`config.mk`:
```
export PLATFORM = sky130hd
export DESIGN_NAME = imm_gen_pipe
export DESIGN_NICKNAME = d
export VERILOG_FILES = /design/src/rtl/imm_gen_pkg.sv /design/src/rtl/imm_decode.sv /design/src/rtl/imm_gen_pipe.sv
export SDC_FILE = /design/constraint.sdc
export NUM_CORES = 1
export LEC_CHECK = 0
export CORE_MARGIN = 2
export CORE_UTILIZATION = 50
export DETAILED_ROUTE_END_ITERATION = 12
export GPL_TIMING_DRIVEN = 0
export PLACE_DENSITY = 0.75
export SLEW_MARGIN = 5
export SYNTH_ARGS = -nofsm -noshare
export SYNTH_HDL_FRONTEND = slang
export SYNTH_HIERARCHICAL = 1
export SYNTH_SLANG_ARGS = --single-unit
```
`constraint.sdc`:
```
create_clock -name clk -period 6.55 [get_ports clk]
set_clock_uncertainty 0.15 [all_clocks]
set_input_delay 1.31 -clock clk [delete_from_list [all_inputs] [get_ports clk]]
set_output_delay 1.31 -clock clk [all_outputs]
set_load 0.01 [all_outputs]
```
`src/rtl/imm_gen_pkg.sv`:
```
// Shared types for the pipelined immediate generator: format codes,
// base opcodes and skid-buffer occupancy states.
package imm_gen_pkg;

    typedef enum logic [2:0] {
        FMT_NONE = 3'd0,
        FMT_I    = 3'd1,
        FMT_S    = 3'd2,
        FMT_B    = 3'd3,
        FMT_U    = 3'd4,
        FMT_J    = 3'd5,
        FMT_Z    = 3'd6
    } fmt_e;

    typedef enum logic [1:0] {
        EMPTY = 2'd0,
        ONE   = 2'd1,
        TWO   = 2'd2
    } state_e;

    localparam logic [6:0] OPC_LOAD     = 7'b0000011;
    localparam logic [6:0] OPC_OP_IMM   = 7'b0010011;
    localparam logic [6:0] OPC_OP_IMM32 = 7'b0011011;
    localparam logic [6:0] OPC_JALR     = 7'b1100111;
    localparam logic [6:0] OPC_STORE    = 7'b0100011;
    localparam logic [6:0] OPC_BRANCH   = 7'b1100011;
    localparam logic [6:0] OPC_LUI      = 7'b0110111;
    localparam logic [6:0] OPC_AUIPC    = 7'b0010111;
    localparam logic [6:0] OPC_JAL      = 7'b1101111;
    localparam logic [6:0] OPC_SYSTEM   = 7'b1110011;

endpackage

```
`src/rtl/imm_decode.sv`:
```
// Combinational RV immediate decoder (I/S/B/U/J, optional CSR zimm).
// Define IMM_GEN_ZIMM_EN to decode CSR*I immediates as FMT_Z.
module imm_decode
    import imm_gen_pkg::*;
#(
    parameter int XLEN = 64
) (
    input  logic [31:0]     inst_i,
    output logic [XLEN-1:0] imm_o,
    output fmt_e            fmt_o,
    output logic            illegal_o
);

    logic [6:0]        opc;
    logic [2:0]        f3;
    logic signed [31:0] raw;

    always_comb begin
        opc       = inst_i[6:0];
        f3        = inst_i[14:12];
        raw       = '0;
        fmt_o     = FMT_NONE;
        illegal_o = 1'b0;
        case (opc)
            OPC_LOAD, OPC_OP_IMM, OPC_OP_IMM32, OPC_JALR: begin
                fmt_o = FMT_I;
                raw   = {{20{inst_i[31]}}, inst_i[31:20]};
            end
            OPC_STORE: begin
                fmt_o = FMT_S;
                raw   = {{20{inst_i[31]}}, inst_i[31:25], inst_i[11:7]};
            end
            OPC_BRANCH: begin
                fmt_o = FMT_B;
                raw   = {{19{inst_i[31]}}, inst_i[31], inst_i[7],
                         inst_i[30:25], inst_i[11:8], 1'b0};
            end
            OPC_LUI, OPC_AUIPC: begin
                fmt_o = FMT_U;
                raw   = {inst_i[31:12], 12'b0};
            end
            OPC_JAL: begin
                fmt_o = FMT_J;
                raw   = {{11{inst_i[31]}}, inst_i[31], inst_i[19:12],
                         inst_i[20], inst_i[30:21], 1'b0};
            end
            OPC_SYSTEM: begin
`ifdef IMM_GEN_ZIMM_EN
                if (f3[2]) begin
                    fmt_o = FMT_Z;
                    raw   = {27'b0, inst_i[19:15]};
                end else begin
                    fmt_o = FMT_I;
                    raw   = {{20{inst_i[31]}}, inst_i[31:20]};
                end
`else
                fmt_o = FMT_I;
                raw   = {{20{inst_i[31]}}, inst_i[31:20]};
`endif
            end
            // also catches every compressed encoding (inst[1:0] != 2'b11)
            default: illegal_o = 1'b1;
        endcase
        if (XLEN == 32) begin
            if (opc == OPC_OP_IMM && (f3 == 3'b001 || f3 == 3'b101)
                && inst_i[25])
                illegal_o = 1'b1;
            if (opc == OPC_OP_IMM32)
                illegal_o = 1'b1;
        end
        imm_o = XLEN'(raw);
    end

endmodule

```
`src/rtl/imm_gen_pipe.sv`:
```
// Pipelined immediate generator: decode on input, 2-entry skid buffer.
// Optional CSR zimm decode enabled by defining IMM_GEN_ZIMM_EN.
module imm_gen_pipe
    import imm_gen_pkg::*;
#(
    parameter int XLEN  = 64,
    parameter int TAG_W = 4
) (
    input  logic             clk,
    input  logic             rst,
    input  logic             in_valid,
    output logic             in_ready,
    input  logic [31:0]      in_inst,
    input  logic [TAG_W-1:0] in_tag,
    output logic             out_valid,
    input  logic             out_ready,
    output logic [XLEN-1:0]  out_imm,
    output logic [2:0]       out_fmt,
    output logic             out_illegal,
    output logic [TAG_W-1:0] out_tag
);

    logic [XLEN-1:0] dec_imm;
    fmt_e            dec_fmt;
    logic            dec_ill;

    imm_decode #(.XLEN(XLEN)) u_dec (
        .inst_i    (in_inst),
        .imm_o     (dec_imm),
        .fmt_o     (dec_fmt),
        .illegal_o (dec_ill)
    );

    state_e           state_q, state_d;
    logic             rdy_q, rdy_d;
    logic [XLEN-1:0]  m_imm_q, m_imm_d, s_imm_q, s_imm_d;
    fmt_e             m_fmt_q, m_fmt_d, s_fmt_q, s_fmt_d;
    logic             m_ill_q, m_ill_d, s_ill_q, s_ill_d;
    logic [TAG_W-1:0] m_tag_q, m_tag_d, s_tag_q, s_tag_d;
    logic             accept, drain;

    assign accept = in_valid & rdy_q;
    assign drain  = (state_q != EMPTY) & out_ready;

    always_comb begin
        state_d = state_q;
        m_imm_d = m_imm_q;
        m_fmt_d = m_fmt_q;
        m_ill_d = m_ill_q;
        m_tag_d = m_tag_q;
        s_imm_d = s_imm_q;
        s_fmt_d = s_fmt_q;
        s_ill_d = s_ill_q;
        s_tag_d = s_tag_q;
        case (state_q)
            EMPTY: begin
                if (accept) begin
                    m_imm_d = dec_imm;
                    m_fmt_d = dec_fmt;
                    m_ill_d = dec_ill;
                    m_tag_d = in_tag;
                    state_d = ONE;
                end
            end
            ONE: begin
                if (accept && drain) begin
                    m_imm_d = dec_imm;
                    m_fmt_d = dec_fmt;
                    m_ill_d = dec_ill;
                    m_tag_d = in_tag;
                end else if (accept) begin
                    // M is stalled; park the newcomer in S
                    s_imm_d = dec_imm;
                    s_fmt_d = dec_fmt;
                    s_ill_d = dec_ill;
                    s_tag_d = in_tag;
                    state_d = TWO;
                end else if (drain) begin
                    state_d = EMPTY;
                end
            end
            TWO: begin
                if (drain) begin
                    m_imm_d = s_imm_q;
                    m_fmt_d = s_fmt_q;
                    m_ill_d = s_ill_q;
                    m_tag_d = s_tag_q;
                    state_d = ONE;
                end
            end
            default: state_d = EMPTY;
        endcase
        rdy_d = (state_d != TWO);
    end

    always_ff @(posedge clk or posedge rst) begin
        if (rst) begin
            state_q <= EMPTY;
            rdy_q   <= 1'b0;
            m_imm_q <= '0;
            m_fmt_q <= FMT_NONE;
            m_ill_q <= 1'b0;
            m_tag_q <= '0;
            s_imm_q <= '0;
            s_fmt_q <= FMT_NONE;
            s_ill_q <= 1'b0;
            s_tag_q <= '0;
        end else begin
            state_q <= state_d;
            rdy_q   <= rdy_d;
            m_imm_q <= m_imm_d;
            m_fmt_q <= m_fmt_d;
            m_ill_q <= m_ill_d;
            m_tag_q <= m_tag_d;
            s_imm_q <= s_imm_d;
            s_fmt_q <= s_fmt_d;
            s_ill_q <= s_ill_d;
            s_tag_q <= s_tag_d;
        end
    end

    assign in_ready    = rdy_q;
    assign out_valid   = (state_q != EMPTY);
    assign out_imm     = m_imm_q;
    assign out_fmt     = m_fmt_q;
    assign out_illegal = m_ill_q;
    assign out_tag     = m_tag_q;

endmodule

```
==> results of run 1 <==
layer usage:
layer | vias to the layer above | GRT usage, % | part of all wire, %
li1 | 2256 | - | -
met4 | 0 | 5.82 | 1.4
met5 | - | 0 | 0
met1 | 2518 | 30.9 | 45
met2 | 158 | 36.0 | 47
met3 | 21 | 7.00 | 5.8
registers in the layout (all words and copies together) (netlist names):
| name | flops |
|---|---|
| state_q | 2 |
| s_imm_q | 64 |
| out_imm | 64 |
| s_ill_q | 1 |
| out_tag | 4 |
| in_ready | 1 |
| s_tag_q | 4 |
| s_fmt_q | 3 |
| out_illegal | 1 |
| out_fmt | 3 |
kinds of logic (layout without fill, tap and decap cells):
| logic type | after synthesis | after routing | synth area share (%) |
|---|---|---|---|
| XOR/XNOR | 1 | 1 | 0.121 |
| AND/OR/NAND/NOR | 38 | 38 | 3.39 |
| flip-flops | 147 | 147 | 50.6 |
| buffers and inverters | 82 | 228 | 8.40 |
| AO/OA/AOI/OAI | 185 | 185 | 21.9 |
| multiplexers | 77 | 77 | 15.6 |
through the flow:
stage	TNS, ns	area (um^2)	power [mW]	hold WS, ns
floorplan	0	7270	2.10	0.330
detailed placement	0	8680	2.76	0.329
global route	0	9290	3.93	0.349
finish	0	9290	3.74	0.336
global placement	-91.88	8620	2.72	0.322
CTS	0	9290	3.77	0.344
layout make-up:
cell class	count	area (um^2)
buffer	80	603
clock buffer	19	443
clock inverter	13	160
fill	1022	5080
inverter	2	12.5
multi-input combinational	301	2980
sequential	147	3680
tap	184	230
timing repair buffer	114	1180
cell usage after synthesis (all sizes together):
| master | instances | area share (%) |
|---|---|---|
| a211oi | 1 | 0.10 |
| a21boi | 1 | 0.10 |
| a21o | 21 | 2.2 |
| a21oi | 4 | 0.28 |
| a22o | 4 | 0.48 |
| a31oi | 2 | 0.17 |
| and2 | 8 | 0.79 |
| and3 | 1 | 0.086 |
| and3b | 1 | 0.12 |
| buf | 67 | 7.6 |
| clkbuf | 13 | 0.67 |
| dfrtp | 147 | 51 |
| inv | 2 | 0.10 |
| mux2 | 74 | 15 |
| mux2i | 3 | 0.41 |
| nand2 | 3 | 0.15 |
| nand3 | 3 | 0.21 |
| nand3b | 3 | 0.31 |
| nand4 | 1 | 0.086 |
| nand4b | 1 | 0.12 |
| nor2 | 6 | 0.34 |
| nor2b | 2 | 0.28 |
| nor3 | 1 | 0.069 |
| nor3b | 1 | 0.10 |
| nor4b | 1 | 0.12 |
| nor4bb | 1 | 0.14 |
| o21a | 72 | 7.4 |
| o21ai | 1 | 0.12 |
| o21ba | 1 | 0.14 |
| o22a | 1 | 0.12 |
| o22ai | 2 | 0.26 |
| o31ai | 1 | 0.10 |
| o32a | 72 | 9.9 |
| o32ai | 2 | 0.50 |
| or2 | 3 | 0.26 |
| or2b | 1 | 0.10 |
| or4 | 1 | 0.10 |
| xor2 | 1 | 0.12 |
worst register-to-register path: cells and delay by family (launching register included):
kind | cells | cell delay [ns]
compound gates | 2 | 0.68
buf+inv | 2 | 0.57
flops | 1 | 0.44
simple gates | 1 | 0.18
report_power, final:
part | internal [mW] | switching (mW)
clock | 0.608 | 0.384
sequential | 1.20 | 0.180
combinational | 0.821 | 0.551
worst max-delay path by stage:
stage | from | endpoint | slack, ns
5_1_grt | in_inst[4] | out_imm[42]$_DFFE_PP0P_ | 2.84
3_3_place_gp | rst | out_imm[19]$_DFFE_PP0P_ | -0.63
3_5_place_dp | in_inst[2] | out_imm[46]$_DFFE_PP0P_ | 2.59
4_1_cts | in_inst[2] | out_imm[46]$_DFFE_PP0P_ | 3.01
6_report | in_inst[2] | out_imm[42]$_DFFE_PP0P_ | 3.01
2_1_floorplan | rst | in_ready$_DFF_PP0_ | 1.14
==> flow_metrics.py, run 1 <==
metrics = {
    "timing": {
        "max-slew-margin-rel_pct": 56.7,
        "final.setup.worst_slack_ns": 3.01,
        "finalSetupViolations": 0,
        "rsz0062_at_grt": "false",
        "finalHoldViolCount": 0,
        "min_period_over_period_pct": 54.1,
        "slew_violations": 0,
        "worst_slew_pin_slew_ns": 0.650,
        "fin_crit_ns": 3.54,
        "fmax_mhz": 282,
    },
    "worst_setup_path": {
        "path_cells": "clkdlybuf4s50_1 -> buf_2 -> mux2_4 -> o22a_1 -> nor2_2 -> buf_16 -> buf_4 -> o32a_1 -> o21a_1",
        "regToRegStartpoint": "state_q[1]$_DFF_PP0_",
        "r2r-end": "out_imm[57]$_DFFE_PP0P_",
        "crit_required_ns": 6.75,
        "rr_worst_depth": 5,
        "reg2reg_setup_slack_ns": 4.46,
        "end_kind": "flip-flop",
        "cp.arrival_ns": 3.75,
        "slowest_delay_ns": 0.51,
        "path_class": "primary input to flip-flop",
        "cp_num_buf_inv": 4,
        "path_max_fanout": 23,
        "critPathTopFamily": "buffers and inverters",
        "crit_cells": 9,
        "critPathSlowestCell": "nor2_2",
        "startpoint_type": "primary input",
    },
    "detailed_routing": {
        "drt_iter0_markers": 521,
        "first_pass_iters": 5,
        "post-route-drc-count": 0,
        "route.vias.total": 4953,
        "drt-total-wl_mm": 17.0,
        "viasPerCell": 5.76,
        "antenna_left": 0,
        "routedWlPerCell_um": 19.8,
    },
    "die": {
        "die_w_um": 125,
        "row_count": 44,
        "core_region_area_mm2": 0.0144,
        "ios": 114,
        "die_h_um": 125,
        "die_area_mm2": 0.0155,
        "initial_core_util_pct": 50.6,
    },
    "synth": {
        "synth_seq_cells": 147,
        "ys_warn_count": 6,
        "ys_seq_area_share_pct": 50.6,
        "yosys.cell_types.count": 51,
        "synth_area_per_cell_um2": 13.7,
        "synth_nets": 570,
        "syn_inst": 530,
        "netlist_area_mm2": 0.00727,
    },
    "power_and_ir_drop": {
        "ir_drop_mv": 0.215,
        "p_leak_nw": 4.18,
        "p_per_area_mw_per_mm2": 403,
    },
    "global_routing": {
        "grt_pass1_wl_mm": 28.3,
        "antenna_found_initial": 0,
        "grt_pass1_vias": 5287,
        "grt_start_max_net_pins": 85,
        "gr-usage-all-layers_pct": 22.8,
        "grt_overflow_total": 0,
    },
    "placed_design": {
        "dp_hpwl_mm": 11.4,
        "portBuffers": 112,
        "dp.cells": 828,
        "place_congestion": 0.780,
        "preCtsSetupSlack_ns": 2.59,
    },
    "clock_network": {
        "clk_path_buf_depth": 2,
        "h-tree-depth": 4,
        "cts_resized": 0,
        "cts_setup_buffers": 0,
        "cts_sinks": 147,
        "ctsHoldBuffers": 0,
        "path_clk_slew_ns": 0.06,
        "insertion_delay_ns": 0.42,
        "cts_tree": "built",
        "cts_buffers": 17,
        "cts_root_buf": "clkbuf_16",
    },
    "cells_and_area": {
        "drive_gt1_share_pct": 27.5,
        "final_cells": 860,
        "layout_common_cells": "dfrtp_1, clkdlybuf4s50_1, mux2_4, o32a_1, o21a_1",
        "fin_util_pct": 64.6,
        "nets": 703,
        "antennaDiodeCount": 0,
        "syn2layout_area_growth_pct": 27.7,
        "mostFrequentLayoutCell": "dfrtp_1",
    },
    "hold_path": {
        "min_from": "out_imm[47]$_DFFE_PP0P_",
        "hold_path_class": "flip-flop to flip-flop",
        "hold_depth": 1,
        "min_to": "out_imm[47]$_DFFE_PP0P_",
    },
    "status": {
        "outcome": "complete, no violations",
    },
    "job": {
        "drv_cap": 0,
    },
}
Note: power is estimated with default switching activity, not from simulation.
==> inputs of run 2 (changes only) <==
--- a/config.mk
+++ b/config.mk
@@ -9,7 +9,7 @@
 export CORE_UTILIZATION = 50
 export DETAILED_ROUTE_END_ITERATION = 12
 export GPL_TIMING_DRIVEN = 0
-export PLACE_DENSITY = 0.75
+export PLACE_DENSITY = 0.78
 export SLEW_MARGIN = 5
 export SYNTH_ARGS = -nofsm -noshare
 export SYNTH_HDL_FRONTEND = slang
==> constraint.sdc (replaced) <==
create_clock -name clk -period 2.9 [get_ports clk]
set_clock_uncertainty 0.15 [all_clocks]
set_input_delay 0.58 -clock clk [delete_from_list [all_inputs] [get_ports clk]]
set_output_delay 0.58 -clock clk [all_outputs]
set_load 0.01 [all_outputs]
==> flow_metrics.py, run 2 (same netlist as run 1, synthesis figures left out) <==
metrics = {
    "placed_design": {
        "dp_hpwl_mm": 11.7,
        "dp.cells": 829,
        "place_congestion": 0.819,
        "portBuffers": 112,
    },
    "detailed_routing": {
        "drt_iter0_markers": 368,
        "post-route-drc-count": 0,
        "viasPerCell": 5.82,
        "routedWlPerCell_um": 19.5,
        "antenna_left": 0,
        "drt-total-wl_mm": 16.8,
        "first_pass_iters": 5,
        "route.vias.total": 5018,
    },
    "power_and_ir_drop": {
        "total_power_mw": 8.43,
        "internal_power_mw": 5.96,
        "ir_drop_mv": 0.408,
        "swShare_pct": 29.3,
        "p_per_area_mw_per_mm2": 906,
        "combPwrFrac_pct": 36.8,
        "p_clk_share_pct": 26.4,
        "seqPwrFrac_pct": 36.8,
        "p_leak_nw": 4.19,
        "power_switching_mw": 2.47,
    },
    "timing": {
        "fmax_mhz": 379,
        "min_period_over_period_pct": 91.0,
        "max-slew-margin-rel_pct": 47.3,
        "rsz0062_at_grt": "false",
        "worst_slew_pin_slew_ns": 0.789,
        "finalHoldViolCount": 0,
        "fin_crit_ns": 2.64,
        "finalSetupViolations": 0,
        "slew_violations": 0,
    },
    "clock_network": {
        "path_clk_slew_ns": 0.06,
        "h-tree-depth": 4,
        "cts_setup_buffers": 0,
        "cts_sinks": 147,
        "cts_tree": "built",
        "insertion_delay_ns": 0.42,
        "clk_path_buf_depth": 2,
        "cts_buffers": 17,
        "cts_root_buf": "clkbuf_16",
    },
    "die": {
        "die_area_mm2": 0.0155,
        "die_w_um": 125,
        "die_h_um": 125,
        "initial_core_util_pct": 50.6,
        "core_region_area_mm2": 0.0144,
        "ios": 114,
        "row_count": 44,
    },
    "cells_and_area": {
        "nFillCells": 1070,
        "nets": 705,
        "mostFrequentLayoutCell": "dfrtp_1",
        "antennaDiodeCount": 0,
        "drive_gt1_share_pct": 27.3,
        "syn2layout_area_growth_pct": 27.9,
        "final_cells": 862,
        "layout_common_cells": "dfrtp_1, clkdlybuf4s50_1, mux2_4, o32a_1, o21a_1",
    },
    "global_routing": {
        "grt_overflow_total": 0,
        "antenna_found_initial": 0,
        "grt_pass1_vias": 5284,
        "grt_start_max_net_pins": 43,
        "grt_pass1_wl_mm": 27.6,
        "gr-usage-all-layers_pct": 22.2,
    },
    "job": {
        "drv_cap": 0,
    },
    "hold_path": {
        "hold_path_class": "flip-flop to flip-flop",
    },
    "worst_setup_path": {
        "path_max_fanout": 17,
        "startpoint_type": "primary input",
        "cp.arrival_ns": 2.85,
        "end_kind": "flip-flop",
        "path_class": "primary input to flip-flop",
        "crit_required_ns": 3.11,
    },
    "status": {
        "outcome": "complete, no violations",
    },
}
## run 2: power groups by stage
stage | clock (mW) | combinational (mW) | sequential [mW]
after floorplan | 0 | 1.46 | 3.29
after global placement | 0 | 3.03 | 3.09
after detailed placement | 0 | 3.11 | 3.12
after CTS | 2.25 | 3.14 | 3.10
after global routing | 2.34 | 3.30 | 3.19
final | 2.22 | 3.10 | 3.10
## run 2: through the flow
step	setup WS (ns)	util [%]	TNS, ns	hold WS [ns]	area (um^2)
2_1_floorplan	0.228	-	0	0.330	7280
6_report	0.262	64.7	0	0.335	9300
3_5_place_dp	-0.775	60.5	-44.41	0.329	8690
3_3_place_gp	-0.805	60.0	-157.81	0.323	8630
5_1_grt	0.156	64.7	0	0.349	9300
4_1_cts	0.101	64.6	0	0.342	9290
## run 2: what timing repair did
action	4_1_cts	5_1_grt
cloned	0	1
endpoints found under the setup margin	66	32
hold buffers	0	0
pin swaps	0	0
resized for setup	1	1
## run 2: worst paths after layout
check	from	endpoint	slack (ns)	cells past startpoint
setup / recovery	in_inst[2]	out_imm[55]$_DFFE_PP0P_	0.26	8
hold / removal	out_imm[56]$_DFFE_PP0P_	out_imm[56]$_DFFE_PP0P_	0.33	1
setup reg to reg	state_q[1]$_DFF_PP0_	out_imm[8]$_DFFE_PP0P_	0.86	5
hold reg to reg	out_imm[56]$_DFFE_PP0P_	out_imm[56]$_DFFE_PP0P_	0.33	1
max in group asynchronous	rst	s_imm_q[18]$_DFFE_PP0P_	1.20	4
min in group asynchronous	rst	out_imm[58]$_DFFE_PP0P_	0.51	2
## run 2: critical path, cell delays in order
cell,delay [ns]
clkdlybuf4s50_1,0.47
buf_2,0.23
mux2_4,0.35
o22a_1,0.29
nor2_4,0.42
buf_4,0.20
o32a_1,0.18
o21a_1,0.12
## run 2: per-layer routing
layer / share of wire, % / track usage [%]
met4: 2.4 / 8.59
met2: 47 / 35.7
met3: 5.9 / 5.54
met1: 44 / 29.1
met5: 0 / 0
## run 2: final cells by class
class / instances / area [um^2] / area share, %
plain buffers: 80 / 603 / 6.48
clock buffers: 23 / 468 / 5.03
clock inverters: 9 / 129 / 1.39
inverters: 2 / 11.3 / 0.121
multi-input cells: 302 / 3000 / 32.2
flip-flops and latches: 147 / 3680 / 39.6
well taps: 184 / 230 / 2.48
repair buffers: 115 / 1180 / 12.7
